`config.mk`:
```
export PLATFORM = sky130hd
export DESIGN_NAME = instr_fetch_unit
export DESIGN_NICKNAME = d
export VERILOG_FILES = /design/src/rtl/instr_fetch_unit.sv
export SDC_FILE = /design/constraint.sdc
export NUM_CORES = 1
export LEC_CHECK = 0
export CAP_MARGIN = 20
export CORE_MARGIN = 4
export CORE_UTILIZATION = 47
export DETAILED_ROUTE_END_ITERATION = 16
export PLACE_DENSITY = 0.86
export SYNTH_ARGS = -nofsm -noshare
export SYNTH_HDL_FRONTEND = slang
export SYNTH_SLANG_ARGS = --single-unit
export TNS_END_PERCENT = 1
```
`constraint.sdc`:
```
create_clock -name clk -period 4.9 [get_ports clk]
set_clock_uncertainty 0.05 [all_clocks]
set_input_delay 0.49 -clock clk [delete_from_list [all_inputs] [get_ports clk]]
set_output_delay 0.49 -clock clk [all_outputs]
set_load 0.01 [all_outputs]
```
`src/rtl/instr_fetch_unit.sv`:
```
// Fetch stage: holds the PC, fetches instruction words over req/ack and presents them to the decoder.
// Needs at least 2 cycles per instruction; stall_in holds the instruction; a missing ack or a misaligned redirect makes fetch_err stick until reset.
module instr_fetch_unit #(
   parameter logic [31:0] RESET_PC = 32'h0000_0000,
   parameter int unsigned MAX_WAIT = 15,
   parameter int unsigned CNT_W    = 16
) (
   input  logic             clk,
   input  logic             reset,
   output logic             imem_req,
   output logic [31:0]      imem_addr,
   input  logic             imem_ack,
   input  logic [31:0]      imem_rdata,
   input  logic             stall_in,
   input  logic             redirect,
   input  logic [31:0]      redirect_target,
   output logic [31:0]      pc,
   output logic [31:0]      instr,
   output logic [6:0]       op,
   output logic             instr_valid,
   output logic             fetch_err,
   output logic [CNT_W-1:0] retire_count
);

   localparam logic [31:0] NOP       = 32'h0000_0013;
   localparam logic [7:0]  WAIT_LAST = 8'(MAX_WAIT - 1);

   typedef enum logic [1:0] {IDLE, REQ, HOLD, ERR} state_t;

   state_t           state_q, state_d;
   logic [31:0]      pc_q, pc_d;
   logic [31:0]      instr_q, instr_d;
   logic             valid_q, valid_d;
   logic             err_q, err_d;
   logic             req_q, req_d;
   logic [CNT_W-1:0] cnt_q, cnt_d;
   logic [7:0]       wait_q, wait_d;

   always_comb begin
      state_d = state_q;
      pc_d    = pc_q;
      instr_d = instr_q;
      valid_d = valid_q;
      err_d   = err_q;
      cnt_d   = cnt_q;
      wait_d  = wait_q;
      case (state_q)
         IDLE: state_d = REQ;
         REQ: begin
            // An ack on the last allowed cycle still wins over the timeout.
            if (imem_ack) begin
               instr_d = imem_rdata;
               valid_d = 1'b1;
               wait_d  = 8'd0;
               state_d = HOLD;
            end else if (wait_q == WAIT_LAST) begin
               wait_d  = 8'd0;
               err_d   = 1'b1;
               state_d = ERR;
            end else begin
               wait_d = wait_q + 8'd1;
            end
         end
         HOLD: begin
            if (!stall_in) begin
               valid_d = 1'b0;
               instr_d = NOP;
               if (redirect && (redirect_target[1:0] != 2'b00)) begin
                  err_d   = 1'b1;
                  state_d = ERR;
               end else begin
                  pc_d    = redirect ? redirect_target : pc_q + 32'd4;
                  cnt_d   = cnt_q + CNT_W'(1);
                  state_d = REQ;
               end
            end
         end
         default: begin
            err_d   = 1'b1;
            valid_d = 1'b0;
            instr_d = NOP;
            state_d = ERR;
         end
      endcase
      req_d = (state_d == REQ);
   end

   always_ff @(posedge clk) begin
      if (reset) begin
         state_q <= IDLE;
         pc_q    <= RESET_PC;
         instr_q <= NOP;
         valid_q <= 1'b0;
         err_q   <= 1'b0;
         req_q   <= 1'b0;
         cnt_q   <= '0;
         wait_q  <= 8'd0;
      end else begin
         state_q <= state_d;
         pc_q    <= pc_d;
         instr_q <= instr_d;
         valid_q <= valid_d;
         err_q   <= err_d;
         req_q   <= req_d;
         cnt_q   <= cnt_d;
         wait_q  <= wait_d;
      end
   end

   assign imem_req     = req_q;
   assign imem_addr    = pc_q;
   assign pc           = pc_q;
   assign instr        = instr_q;
   assign op           = instr_q[6:0];
   assign instr_valid  = valid_q;
   assign fetch_err    = err_q;
   assign retire_count = cnt_q;

endmodule

```
* Word-level counts from Yosys, hierarchy flattened *
Index checks and enable logic that the tools add are counted.

cells by class
  equal/unequal tests = 9
  bitwise logic cells = 3
  reductions and logical operators = 6
  $add $sub $neg = 3
  muxes and demuxes = 19

operators with widths
  operator                                             number
  two-way mux 32 bit                                   3
  one-hot mux 32 bit (3 select lines)                  1
  adder 32 x 3 -> 32 bit, second input constant        1
  adder 16 x 1 -> 16 bit, second input constant        1
  two-way mux 8 bit                                    2
  inequality test 2 bit, second input constant         5
  adder 8 x 1 -> 8 bit, second input constant          1
  equality test 8 x 4 -> 1 bit, second input constant  1
  two-way mux 2 bit                                    4
  two-way mux 1 bit                                    6
  one-hot mux 1 bit (3 select lines)                   2
  one-hot mux 2 bit (3 select lines)                   1
  AND reduction 3 bit                                  2
  AND reduction 5 bit                                  1
  equality test 2 x 1 -> 1 bit, second input constant  2
  NOT 1 bit                                            3
  equality test 2 bit, second input constant           1
  logical NOT 2 bit                                    1
  nonzero test 2 bit                                   1
  logical AND 1 bit                                    1

storage, ports and cells
  flip-flop bits (word level) = 93
  logic and storage cells = 48
  input bits = 69
  output and inout port bits = 122

* Longest topological paths before layout *
  depth after elaboration = 6
  mapped depth = 9

* Worst setup path before layout *
Ideal clock, no wire load.

  path type = reg2reg
  from = register pc_q[2], in the netlist imem_addr[2]
  to = register pc_q[24], in the netlist imem_addr[24]
  path buffers = 1
  path slack = 2.915 ns
  cell stages (with the launch flop) = 8
  required time = 4.723 ns
  arrival time = 1.808 ns
  period minus slack after synthesis = 1.985 ns
  cell sequence = dfxtp_1 ha_1 and3_1 and3_1 clkbuf_2 nand3_2 o211a_1 or3_1

between the ends
  cells in the longest elaborated chain, start to end = 2

RTL lines
  item                    line  source
  from (decl)             31    logic [31:0] pc_q, pc_d;
  from (signal assigned)  100   pc_q <= pc_d;
  adder 32 x 3 -> 32 bit  72    pc_d = redirect ? redirect_target : pc_q + 32'd4;
  two-way mux 32 bit      72

Every way passes these cells.
A chain may end at the register's enable or synchronous reset.

* Worst setup path in the final report *
  from = input redirect
  to = register pc_q[24], in the netlist imem_addr[24]

between the ends
  cells in the longest elaborated chain, start to end = 3

RTL lines
  item                           line  source
  from (decl)                    15    input logic redirect,
  logical AND 1 bit              68    if (redirect && (redirect_target[1:0] != 2'b00)) begin
  NOT 1 bit (no line)            -
  AND reduction 3 bit (no line)  -

Several ways; a longest one is shown, not always the timed one.

==> summary.md <==
| Metric | Value |
|---|---|
| Fillers | `789` |
| Post-CTS sizing | `0` |
| Crit Path Max Fanout | `58` |
| CP Launch Type | `primary input` |
| DRC viols | `0` |
| Core ar. | `about 9800 um^2` |
| Worst endpoint required time | `5.10 ns` |
| PortBufs | `between 150 and 200` |
| Cells after DPL | `837` |
| Largest net degree at the start of global routing | `77` |
| Total die area | `11700 um^2` |
| Status | `completed` |
| Slew headroom | `39.1%` |
| Met3 WL | `about 1700 um` |
| PnR worst setup slack | `2.22 ns` |
| CP endpoint kind | `flip-flop` |
| Share of layout cells above drive strength 1 | `4.29%` |
| Die Wd | `108 um` |
| Worst skew pair latency | `0.37 ns` |
| Fin. Hold Viols | `0` |
| Final worst path period share | `54.7%` |
| Overflow after GRT | `0` |
| Slew @ Worst Pin | `0.914 ns` |
| Seq/Total Area, Yosys | `39.5%` |
| Syn avg cell area | `8.04 um^2` |
| Cell Pwr Density | `about 240 nW/um^2` |
| Synth Cell Area | `4710 um^2` |
| CTS clk-pin slew, worst paths | `0.09 ns` |
| Fin area | `6590 um^2` |
| Clock root cell | `clkbuf_8` |
| DR WL met2 | `7040 um` |
| Vias in the first global route | `4772` |
| Chip height | `108 um` |
| Hold Slack | `roughly 0.41 ns` |
| CTS Buffer Depth | `2` |
| Layout Nets | `790` |
| Worst Setup EP | `imem_addr[24]$_SDFFE_PP0P_` |
| Top layer in use | `met4` |
| Max-cap viol count | `0` |
| CTS tree | `built` |
| #FFs+latches synth | `93` |
| Htree depth | `3` |
| Synth unique cells | `between 50 and 60` |
| Multi-input gate area | `around 2400 um^2` |
| # hold bufs at CTS | `0` |
| Post-CTS setup buffer count | `0` |
| Max-slew violation count | `0` |
| Pre-CTS WS | `1.84 ns` |
| ANT cells | `0` |
| Starting density of the core | `48.2%` |
| Final Wtd Congestion | `around 0.9` |
| Sink Count | `93` |
| Vias after detailed routing | `4998` |
| Leakage | `2.25 nW` |
| Placed instance area | `~6300 um^2` |
| Post-synth EDFFs | `0` |
| Critical Path AT | `2.88 ns` |
| WL met1 | `5520 um` |
| First-pass GRT wire length | `between 20000 and 25000 um` |
| Area grow syn2layout | `39.8%` |
| WL/cell | `16.8 um` |
| Post-synth top flop | `dfxtp_1` |
| Syn_nets | `659` |
| Setup TNS | `0 ns` |
| Initial antenna violation count | `0` |
| Post-DP HPWL | `10300 um` |
| Sequential cell area | `roughly 1900 um^2` |
| RR Endpoint | `imem_addr[30]$_SDFFE_PP0P_` |
| Reg2reg setup slack | `about 2.4 ns` |
| Endpoints failing setup | `0` |
| Total power draw | `1.56 mW` |
| Final Instance Count excl. Fillers | `about 860` |
| Hold Path Class | `reg -> reg` |
| WS Path Type | `in -> reg` |
| RR Startpoint | `state_q[1]$_SDFF_PP0_` |
| FP Rows | `36` |
| Vias per inst | `5.85` |
| Final Routed Wirelength | `between 10000 and 15000 um` |
| First-pass DRT Iterations | `5` |
| Max VDD drop | `around 0.00016 V` |
| Ys Warns | `0` |
| # IOs | `191` |
| Syn Inst Count | `586` |
| Final ANT Viol Nets | `0` |
| RSZ-0062 raised after global routing | `no` |
| Fmax | `373 MHz` |
| Total CTS buffers | `9` |
| Final Util | `between 60 and 70%` |
| Total track usage | `24.1%` |
| Iteration-0 DRC Markers | `382` |
| Critical Path Source | `redirect` |
| Ys async rst share | `0%` |
| Reg2reg path depth | `5` |
| Tmin final | `2.68 ns` |
[Yosys cell counts, types with 7 or more instances]
master,n,share of area (%)
nor3_1,21,2.2
and3_1,11,1.5
dfxtp_1,93,40
o21ai_0,18,1.9
buf_2,8,0.85
buf_4,41,6.5
nand4_1,22,2.9
clkbuf_1,21,1.7
nand2_1,48,3.8
a21oi_1,40,4.2
or3_1,10,1.3
nand3_1,35,3.7
nor2_1,67,5.3
xor2_1,7,1.3
and2_1,8,1.1
inv_1,11,0.88
a31oi_1,9,1.2
xnor2_1,9,1.7
a22oi_1,23,3.7
and4_1,8,1.5
[final cells by class]
class                           instances  share of cell area [%]
Clock buffer                           10                    2.09
Clock inverter                          6                    1.10
Inverter                               11                   0.627
Multi-Input combinational cell        408                    35.9
Sequential cell                        93                    28.3
Tap cell                              133                    2.53
Timing Repair Buffer                  194                    29.5
[worst min-delay path by stage]
stage / cells past startpoint / to / from / slack (ns)
after floorplan: 2 / fetch_err$_SDFFE_PP0P_ / fetch_err$_SDFFE_PP0P_ / 0.42
after global placement: 2 / instr[29]$_SDFFE_PP0P_ / instr[29]$_SDFFE_PP0P_ / 0.39
after detailed placement: 2 / instr_valid$_SDFFE_PP0P_ / instr_valid$_SDFFE_PP0P_ / 0.40
after CTS: 2 / instr[28]$_SDFFE_PP0P_ / instr[28]$_SDFFE_PP0P_ / 0.41
after global routing: 2 / instr[23]$_SDFFE_PP0P_ / instr[23]$_SDFFE_PP0P_ / 0.43
final: 2 / instr_valid$_SDFFE_PP0P_ / instr_valid$_SDFFE_PP0P_ / 0.41
[where the power goes]
part	leakage, nW	switching (mW)	internal [mW]	total, mW
clock	0.103	0.282	0.253	0.535
sequential	0.753	0.0215	0.776	0.798
combinational	1.40	0.106	0.125	0.230
total	2.25	0.409	1.15	1.56
[per-layer routing]
layer	vias to the layer above	global-route usage, %
li1	2343	-
met5	-	0
met4	0	6.22
met3	16	8.36
met2	278	41.3
met1	2361	28.9
[logic make-up (layout without fill, tap and decap cells)]
logic type               after synthesis  after routing  synth area share [%]
adder cells (fa/ha/maj)                4              4                  1.06
XOR/XNOR                              16             16                  2.97
buffers and inverters                 85            221                  10.3
flip-flops                            93             93                  39.5
AND/OR/NAND/NOR                      258            258                  28.2
AO/OA/AOI/OAI                        125            125                  16.9
multiplexers                           5              5                  1.06
[critical path, stage by stage]
cell and delay (ns):
buf_2 0.68, o21ai_1 0.41, nand2_1 0.76, or3_1 0.21, nor3_1 0.04, or3_1 0.29
[registers in the layout (all words and copies together) (netlist names)]
signal,cells
instr_valid,1
wait_q,8
retire_count,16
instr,32
fetch_err,1
state_q,2
imem_addr,32
imem_req,1
[cell usage in the layout (no fill, tap or decap), types with 3 or more instances in the layout]
master | Yosys | final
and3_1 | 11 | 11
nand3_1 | 35 | 35
o21ai_0 | 18 | 18
ha_1 | 4 | 4
or3_1 | 10 | 10
or4_1 | 3 | 3
and4_1 | 8 | 8
nand3b_1 | 5 | 5
o211ai_1 | 5 | 5
clkbuf_8 | 0 | 10
xnor2_1 | 9 | 9
clkdlybuf4s50_1 | 0 | 188
and2_1 | 8 | 8
a22oi_1 | 23 | 23
clkinv_4 | 0 | 4
buf_4 | 41 | 3
nand2b_1 | 3 | 3
a31oi_1 | 9 | 9
inv_1 | 11 | 11
a22o_1 | 3 | 3
nand4_1 | 22 | 22
mux2i_1 | 5 | 5
nor2_1 | 67 | 67
nand2_1 | 48 | 48
nor4_1 | 4 | 4
o22ai_1 | 5 | 5
dfxtp_1 | 93 | 93
a21oi_1 | 40 | 40
nor3_1 | 21 | 21
xor2_1 | 7 | 7
Power figures use the tool's default switching activity.
